$ cat src/rtl/seg_pkg.sv
// Shared seven-segment definitions: digit count, input clamp limit and
// active-low glyph codes in {dp,g,f,e,d,c,b,a} order.
package seg_pkg;

  localparam int          DIG_NUM  = 6;
  localparam logic [19:0] DATA_MAX = 20'd999_999;

  typedef logic [3:0] bcd_t;

  localparam logic [7:0] SEG_0     = 8'hC0;
  localparam logic [7:0] SEG_1     = 8'hF9;
  localparam logic [7:0] SEG_2     = 8'hA4;
  localparam logic [7:0] SEG_3     = 8'hB0;
  localparam logic [7:0] SEG_4     = 8'h99;
  localparam logic [7:0] SEG_5     = 8'h92;
  localparam logic [7:0] SEG_6     = 8'h82;
  localparam logic [7:0] SEG_7     = 8'hF8;
  localparam logic [7:0] SEG_8     = 8'h80;
  localparam logic [7:0] SEG_9     = 8'h90;
  localparam logic [7:0] SEG_BLANK = 8'hFF;
  localparam logic [7:0] SEG_MINUS = 8'hBF;

  // Map one BCD digit to its glyph with the decimal point off.
  function automatic logic [7:0] digit_glyph(input bcd_t d);
    logic [7:0] g;
    case (d)
      4'd0:    g = SEG_0;
      4'd1:    g = SEG_1;
      4'd2:    g = SEG_2;
      4'd3:    g = SEG_3;
      4'd4:    g = SEG_4;
      4'd5:    g = SEG_5;
      4'd6:    g = SEG_6;
      4'd7:    g = SEG_7;
      4'd8:    g = SEG_8;
      4'd9:    g = SEG_9;
      default: g = SEG_BLANK;
    endcase
    return g;
  endfunction

endpackage

$ cat src/rtl/bcd_8421.sv
// Binary to six-digit 8421 BCD converter. Shift-and-add-3 is unrolled
// combinationally and the result is registered, giving one cycle latency.
module bcd_8421
  import seg_pkg::*;
(
  input  logic        sys_clk,
  input  logic        sys_rst_n,
  input  logic [19:0] data,
  output bcd_t        unit,
  output bcd_t        ten,
  output bcd_t        hun,
  output bcd_t        tho,
  output bcd_t        t_tho,
  output bcd_t        h_hun
);

  logic [23:0] bcd_d;
  logic [23:0] bcd_q;

  // Double-dabble: before each shift, bump any digit above 4 by 3.
  always_comb begin
    bcd_d = '0;
    for (int i = 19; i >= 0; i--) begin
      for (int d = 0; d < 6; d++) begin
        if (bcd_d[4*d +: 4] > 4'd4) begin
          bcd_d[4*d +: 4] = bcd_d[4*d +: 4] + 4'd3;
        end
      end
      bcd_d = {bcd_d[22:0], data[i]};
    end
  end

  // Output register for the converted digits.
  always_ff @(posedge sys_clk or negedge sys_rst_n) begin
    if (!sys_rst_n) begin
      bcd_q <= '0;
    end else begin
      bcd_q <= bcd_d;
    end
  end

  assign unit  = bcd_q[3:0];
  assign ten   = bcd_q[7:4];
  assign hun   = bcd_q[11:8];
  assign tho   = bcd_q[15:12];
  assign t_tho = bcd_q[19:16];
  assign h_hun = bcd_q[23:20];

endmodule

$ cat src/rtl/seg_scan_ctrl.sv
// Six-digit multiplexed seven-segment scan controller. Each digit is driven
// for CNT_MAX+1 cycles; a complete frame of digits, points and sign is
// latched once per scan so a frame is never torn by input changes.
module seg_scan_ctrl
  import seg_pkg::*;
#(
  parameter logic [15:0] CNT_MAX = 16'd49_999
) (
  input  logic        sys_clk,
  input  logic        sys_rst_n,
  input  logic [19:0] data,
  input  logic [5:0]  point,
  input  logic        sign,
  input  logic        seg_en,
  output logic [5:0]  sel,
  output logic [7:0]  seg
);

  logic [19:0]                data_clamp;
  bcd_t                       unit, ten, hun, tho, t_tho, h_hun;
  logic [DIG_NUM-1:0][3:0]    dig_live;

  logic [15:0]                cnt_d, cnt_q;
  logic [2:0]                 idx_d, idx_q;
  logic                       wrap;
  logic                       frame_end;

  logic [DIG_NUM-1:0][3:0]    dig_d, dig_q;
  logic [DIG_NUM-1:0]         point_d, point_q;
  logic                       sign_d, sign_q;

  logic [DIG_NUM-1:0]         blank;
  logic [DIG_NUM-1:0]         minus;
  logic                       lit_above;
  logic [7:0]                 glyph;

  logic [5:0]                 sel_d, sel_q;
  logic [7:0]                 seg_d, seg_q;

  // Saturate anything beyond six decimal digits.
  always_comb begin
    data_clamp = (data > DATA_MAX) ? DATA_MAX : data;
  end

  bcd_8421 u_bcd (
    .sys_clk   (sys_clk),
    .sys_rst_n (sys_rst_n),
    .data      (data_clamp),
    .unit      (unit),
    .ten       (ten),
    .hun       (hun),
    .tho       (tho),
    .t_tho     (t_tho),
    .h_hun     (h_hun)
  );

  assign dig_live = {h_hun, t_tho, tho, hun, ten, unit};

  // Dwell counter and digit index; disabling parks both at zero.
  always_comb begin
    wrap      = (cnt_q == CNT_MAX);
    frame_end = seg_en && wrap && (idx_q == 3'(DIG_NUM - 1));
    cnt_d     = cnt_q;
    idx_d     = idx_q;
    if (!seg_en) begin
      cnt_d = '0;
      idx_d = '0;
    end else if (wrap) begin
      cnt_d = '0;
      idx_d = (idx_q == 3'(DIG_NUM - 1)) ? 3'd0 : idx_q + 3'd1;
    end else begin
      cnt_d = cnt_q + 16'd1;
    end
  end

  // Frame latch: capture converted digits, points and sign on the last-digit wrap.
  always_comb begin
    dig_d   = dig_q;
    point_d = point_q;
    sign_d  = sign_q;
    if (frame_end) begin
      dig_d   = dig_live;
      point_d = point;
      sign_d  = sign;
    end
  end

  // Leading-zero blanking from the top digit down; minus goes in the lowest blank.
  always_comb begin
    blank     = '0;
    minus     = '0;
    lit_above = 1'b0;
    for (int i = DIG_NUM - 1; i >= 1; i--) begin
      lit_above = lit_above | (dig_q[i] != 4'd0) | point_q[i];
      blank[i]  = ~lit_above;
    end
    for (int i = 1; i < DIG_NUM; i++) begin
      minus[i] = sign_q & blank[i] & ~blank[i-1];
    end
  end

  // Glyph for the digit under scan and the next select/segment values.
  always_comb begin
    glyph = SEG_BLANK;
    for (int i = 0; i < DIG_NUM; i++) begin
      if (idx_q == 3'(i)) begin
        if (blank[i]) begin
          glyph = minus[i] ? SEG_MINUS : SEG_BLANK;
        end else begin
          glyph = digit_glyph(dig_q[i]);
          if (point_q[i]) begin
            glyph[7] = 1'b0;
          end
        end
      end
    end
    sel_d = '0;
    seg_d = SEG_BLANK;
    if (seg_en) begin
      sel_d = 6'b1 << idx_q;
      seg_d = glyph;
    end
  end

  // State, frame and output registers.
  always_ff @(posedge sys_clk or negedge sys_rst_n) begin
    if (!sys_rst_n) begin
      cnt_q   <= '0;
      idx_q   <= '0;
      dig_q   <= '0;
      point_q <= '0;
      sign_q  <= 1'b0;
      sel_q   <= '0;
      seg_q   <= SEG_BLANK;
    end else begin
      cnt_q   <= cnt_d;
      idx_q   <= idx_d;
      dig_q   <= dig_d;
      point_q <= point_d;
      sign_q  <= sign_d;
      sel_q   <= sel_d;
      seg_q   <= seg_d;
    end
  end

  assign sel = sel_q;
  assign seg = seg_q;

endmodule

$ cat config.mk
export PLATFORM = sky130hd
export DESIGN_NAME = seg_scan_ctrl
export DESIGN_NICKNAME = d
export VERILOG_FILES = /design/src/rtl/seg_pkg.sv /design/src/rtl/bcd_8421.sv /design/src/rtl/seg_scan_ctrl.sv
export SDC_FILE = /design/constraint.sdc
export NUM_CORES = 1
export LEC_CHECK = 0
export CAP_MARGIN = 10
export CORE_MARGIN = 2
export CORE_UTILIZATION = 45
export DETAILED_ROUTE_END_ITERATION = 6
export DONT_BUFFER_PORTS = 1
export PLACE_DENSITY = 0.69
export REMOVE_ABC_BUFFERS = 1
export SYNTH_ARGS = -nofsm -noshare
export SYNTH_HDL_FRONTEND = slang
export SYNTH_SLANG_ARGS = --single-unit
export TNS_END_PERCENT = 20
$ cat constraint.sdc
create_clock -name sys_clk -period 4.4 [get_ports sys_clk]
set_input_delay 0.88 -clock sys_clk [delete_from_list [all_inputs] [get_ports sys_clk]]
set_output_delay 0.88 -clock sys_clk [all_outputs]
set_load 0.01 [all_outputs]
# --- Word level (Yosys, flattened, before mapping) ---
# Memories as Yosys holds them, arrays and structs flattened.
# Index checks and enable logic that the tools add are counted.
word_totals:
  reg_bits: 88
  mem_bits_ro: 672
  output_inout_bits: 14
  word_cells: 262
  memories: 6
memory_table:
  columns: ["name", "words", "word_bits", "read_ports", "rd_clocked_by_memory_dff", "wr", "line_no", "text"]
  rows:
  - ["(no name shown)", 16, 7, 1, 0, 0, "seg_pkg.sv:26", "case (d)"]
  - ["(no name shown)", 16, 7, 1, 0, 0, "seg_pkg.sv:26", null]
  - ["(no name shown)", 16, 7, 1, 0, 0, "seg_pkg.sv:26", null]
  - ["(no name shown)", 16, 7, 1, 0, 0, "seg_pkg.sv:26", null]
  - ["(no name shown)", 16, 7, 1, 0, 0, "seg_pkg.sv:26", null]
  - ["(no name shown)", 16, 7, 1, 0, 0, "seg_pkg.sv:26", null]
op_classes:
  addsub: 59
  magnitude_cmp: 58
  eq_ne: 7
  n_shift: 1
  muxes: 87
  n_bitwise: 23
  reduce_logical: 8
ops:
  columns: ["operator", "n"]
  rows:
  - ["$mux 4", 55]
  - ["$gt 4x3->1 const B", 51]
  - ["$add 4x2->4 const B", 50]
  - ["$mux 8", 12]
  - ["$mux 7", 5]
  - ["$mux 16", 2]
  - ["$add 3x2->4 const B", 5]
  - ["$gt 20x20->1 const B", 1]
  - ["$mux 20", 1]
  - ["$reduce_bool 4->1", 5]
  - ["$gt 3x3->1 const B", 6]
  - ["$add 16x1->16 const B", 1]
  - ["$eq 16x16->1 const B", 1]
  - ["$mux 3", 5]
  - ["$and 1x1->1", 9]
  - ["$or 1x1->1", 9]
  - ["$add 3x2->3 const B", 2]
  - ["$eq 3x2->1 const B", 2]
  - ["$eq 3x3->1 const B", 2]
  - ["$mux 1", 6]
  - ["$mux 6", 1]
  - ["$shl 1x3->6 const A", 1]
  - ["$not 1->1", 5]
  - ["$add 3x1->3 const B", 1]
  - ["other kinds (4)", 5]

# --- Depth between registers and ports, before layout ---
logic_depth:
  ltp_word: 36
  ltp_mapped: 79
  mapped_depth_nobuf: 72

# --- Cells and area by module ---
# From an unflattened synthesis, not the netlist that was laid out.
unflattened:
  cells_unflattened: 1719
  area_unflattened_um2: 13536.7
by_module_without_submodules:
  columns: ["mod", "n_inst", "cells_each", "area_each_um2", "seq_area_each_um2"]
  rows:
  - ["bcd_8421", 1, 1242, 9188.8, 600.6]
  - ["seg_scan_ctrl", 1, 477, 4347.9, 1611.5]

# --- Least setup slack after synthesis ---
# No wires, ideal clock.
synth_path:
  path_kind: "input to register"
  from: "input port data[18]"
  to: "register u_bcd.bcd_q[12]"
  setup_time_ps: 125
  t_arrival_ps: 13972
  required_time_ps: 4275
  path_slack_ps: -9696
  path_stages: 76
  path_buffers: 7
  path_cell_list: "buf_4 > nor2_1 > inv_1 > ha_1 > buf_2 > mux2_2 > nor2_1 > a21boi_1 > nor2_2 > inv_2 > ha_1 > clkbuf_1 > nor2_1 > and4b_1 > nor2_1 > nand2_1 > xnor2_1 > ha_1 > [... 40 more ...] > nor2_1 > a211oi_1 > a31oi_1 > o21ai_1 > xnor2_1 > ha_1 > inv_1 > a21o_1 > xor2_1 > ha_1 > nor2_1 > mux2i_1 > ha_1 > inv_1 > a21boi_0 > mux2_2 > a21oi_1 > mux2_2"
synth_between:
  elab_chain_cells: 36
  elab_cells_between_ends: 119
synth_rtl:
  columns: ["item", "line_no", "text"]
  rows:
  - ["start, declared", "seg_scan_ctrl.sv:11", "input logic [19:0] data,"]
  - ["$gt 20x20->1", "seg_scan_ctrl.sv:42", "data_clamp = (data > DATA_MAX) ? DATA_MAX : data;"]
  - ["$mux 20 *", "seg_scan_ctrl.sv:42", null]
  - ["$add 3x2->4 / $gt 3x3->1 (equally long branches)", "bcd_8421.sv:26, bcd_8421.sv:25", null]
  - ["$mux 4", "bcd_8421.sv:25", "if (bcd_d[4*d +: 4] > 4'd4) begin"]
  - ["$add 4x2->4 / $gt 4x3->1 (equally long branches)", "bcd_8421.sv:26, bcd_8421.sv:25", null]
  - ["$mux 4", "bcd_8421.sv:25", null]
  - ["$add 4x2->4 / $gt 4x3->1 (equally long branches)", "bcd_8421.sv:26, bcd_8421.sv:25", null]
  - ["$mux 4", "bcd_8421.sv:25", null]
  - ["[... 21 more ...]", null, null]
  - ["$mux 4", "bcd_8421.sv:25", null]
  - ["$add 4x2->4 / $gt 4x3->1 (equally long branches)", "bcd_8421.sv:26, bcd_8421.sv:25", null]
  - ["$mux 4", "bcd_8421.sv:25", null]
  - ["$add 4x2->4 / $gt 4x3->1 (equally long branches)", "bcd_8421.sv:26, bcd_8421.sv:25", null]
  - ["$mux 4", "bcd_8421.sv:25", null]
  - ["$add 4x2->4 / $gt 4x3->1 (equally long branches)", "bcd_8421.sv:26, bcd_8421.sv:25", null]
  - ["$mux 4 *", "bcd_8421.sv:25", null]
  - ["net u_bcd.bcd_d[12]", "bcd_8421.sv:17", "logic [23:0] bcd_d;"]
  - ["end signal, assigned", "bcd_8421.sv:36", "bcd_q <= '0;"]
  - ["end signal, assigned", "bcd_8421.sv:38", "bcd_q <= bcd_d;"]
  - ["end, declared", "bcd_8421.sv:18", "logic [23:0] bcd_q;"]
# Mark *: on every way through the listed nets, which the timed path passes. The rest lies on a longest branch.
# A chain may end at the register's enable or synchronous reset.

# --- Worst setup path in the final report ---
# Ends and elaborated chain as after synthesis.

==> results_dict.tcl <==
set metrics [dict create \
    status "complete, but fails checks" \
    violations "design-rule violations, negative setup slack" \
    port_buffers 0 \
    max_stage_delay_ns 0.41 \
    layout_min_cycle_time_ns 11.59 \
    setup_tns_ns -160.33 \
    crit_required_ns 4.62 \
    num_rows 61 \
    final_cell_mix "buf_4, nor2_1, nand2_1" \
    grt_util_met3 0.02359 \
    cp-start-kind "input port" \
    drtIter0Drc 867 \
    post-route-drc-count 2 \
    vias_per_cell 5.742 \
    cap_viol_max_count 0 \
    final_common_cell "buf_4" \
    syn_area_um2 12550 \
    synth_edf_count 0 \
    synth_area_leaders "dfrtp_1, ha_1, nor2_1" \
    crit_slowest_cell "or3_1" \
    num_io_pins 44 \
    cp-end-kind "flip-flop" \
    grt_pass1_wl_um 61430 \
    critPathKind "in -> reg" \
    coreArea_um2 27630 \
    tightestPinTransition_ns 1.007 \
    setup_viol 23 \
    drive_above_1_share 0.3876 \
    dr_total_vias 14130 \
    wirelength_um 36990 \
    globalRouteTotalUtil 0.2441 \
    final_net_count 2199 \
    syn_area_per_cell_um2 7.721 \
    worst_slack_ns -7.186 \
    cts_tree "done" \
    clk_pin_slew_ns 0.06 \
    cts_num_sinks 88 \
    met2_usage 0.4714 \
    finalMaxSlewViolations 0 \
    ys_async_sr_fraction 1.000 \
    h-tree-depth 3 \
    wire_per_inst_um 15.04 \
    use_met1 0.2756 \
    cts_buffers 9 \
    start_util 0.4544 \
    yosys_warnings 0 \
    fill_cells 2159 \
    cts_buffer_depth 2 \
    grt_pass1_vias 13870 \
    max_freq_mhz 86.31 \
    holdWs_ns 0.2288 \
    cts-root-buf "clkbuf_16" \
    synth-seq-cells 88 \
    yosysTopAreaCell "dfrtp_1" \
    syn2layout_area_growth_pct 42.45 \
    synth_cell_types 119 \
    grt_max_degree 89 \
    skew_ns 0.01206 \
    synthCells 1626 \
    seq_area_frac_synth 0.1762 \
    floorplan.die_area_um2 29250 \
    slew_headroom 0.3273 \
    utilization 0.6473 \
    hold_viol 0 \
    synth_top_area_frac 0.1595 \
    gp_congestion 0.9116 \
    num_antenna_cells 0 \
    rsz0062_at_grt "true" \
    die_h_um 171.0 \
    finalCritPeriodShare 2.633 \
    antenna_found_initial 0 \
    die_w_um 171.0 \
    drtAntennaViolNets 0 \
    overflow 0 \
    clkLatencyLatePin_ns 0.35 \
    arrival_ns 11.81 \
    hold_buffers 0 \
    worstPathMaxFanout 12 \
    dpl.hpwl_um 26580 \
    crit_path_frequent_cell "ha_4" \
    first_pass_iters 7 \
    synth_ff_type "dfrtp_1" \
    busiest_layer "met2" \
    hold_path_class "in -> async" \
]
## final cells by class
class | count | area (um^2) | share of cell area
clock inverter | 7 | 52.55 | 0.002939
timing repair buffer | 518 | 3975 | 0.2223
tap | 378 | 473.0 | 0.02645
clock buffer | 9 | 225.2 | 0.01259
sequential | 88 | 2212 | 0.1237
inverter | 67 | 254.0 | 0.01420
multi-input combinational | 1393 | 10690 | 0.5978
## metal layers
layer	vias up	wire, um
met2	368	19250
met3	114	1188
met4	0	1201
met5	-	0
li1	6943	-
met1	6700	15350
## metrics by stage
| stage | instances | setup WS [ns] | instance area, um^2 |
|---|---|---|---|
| after floorplan | 1547 | -9.302 | 12170 |
| after global placement | 2397 | -7.756 | 16220 |
| after detailed placement | 2397 | -8.384 | 16220 |
| after CTS | 2448 | -6.918 | 17440 |
| after global routing | 2460 | -7.755 | 17880 |
| final | 2460 | -7.186 | 17880 |
## cell families (layout without fill, tap and decap cells)
family	count (synthesis)	after routing	share of synthesized area
fa+ha+maj	93	93	0.09258
buf+inv	146	601	0.05073
simple gates	587	587	0.2261
compound gates	524	524	0.2987
xor+xnor	83	84	0.06209
flops	88	88	0.1762
mux	105	105	0.09358
## state kept, by name, indices dropped and copies added, names as in the netlist
| signal | cells |
|---|---|
| cnt_q | 16 |
| dig_q | 24 |
| idx_q | 3 |
| point_q | 6 |
| seg | 8 |
| sel | 6 |
| sign_q | 1 |
| u_bcd.bcd_q | 24 |
## repair_timing
action,CTS,global route
endpoints found under the setup margin,23,25
resized for setup,156,65
buffers inserted,33,12
pin swaps,76,47
gates cloned,2,0
endpoints found under the hold margin,0,0
## cell usage after synthesis, drive strengths merged (7+ instances only)
cell,number
nand2b,30
or3,18
o221ai,11
nor4,9
and3,23
a21oi,107
mux2i,64
or2,8
a311oi,12
xor2,25
buf,27
o311ai,7
nor2b,16
nand4,11
nor2,184
nor3b,8
nor3,60
nand3,41
a21boi,12
o311a,8
inv,66
and2,22
o31ai,18
a21o,15
a31oi,17
xnor2,58
dfrtp,80
o2111ai,7
o21a,16
o211a,7
nand2,137
o21ai,135
ha,92
o211ai,34
mux2,40
o22ai,19
clkbuf,52
dfstp,8
a211oi,26
## critical path: cells and delay by family
family / cells / cell delay, ns
adder cells (fa/ha/maj): 10 / 2.13
XOR/XNOR: 5 / 0.90
buffers and inverters: 8 / 0.91
AND/OR/NAND/NOR: 16 / 2.60
AO/OA/AOI/OAI: 18 / 2.80
multiplexers: 5 / 1.56
## final timing paths
| kind | from | endpoint | slack [ns] | depth (start not counted) |
|---|---|---|---|---|
| worst max-delay path | data[18] | u_bcd.bcd_q[12] | -7.19 | 62 |
| max in group asynchronous | sys_rst_n | seg[7] | 3.95 | 0 |
| min in group sys_clk | u_bcd.bcd_q[17] | dig_q[17] | 0.45 | 2 |
| worst min-delay path | sys_rst_n | u_bcd.bcd_q[6] | 0.23 | 0 |
| worst max register to register | dig_q[21] | seg[6] | 0.32 | 15 |
| worst min register to register | u_bcd.bcd_q[17] | dig_q[17] | 0.45 | 2 |
Power is left out: the tool's default activity adds up to more than one toggle a clock period on the data nets, which glitch-free logic cannot reach.
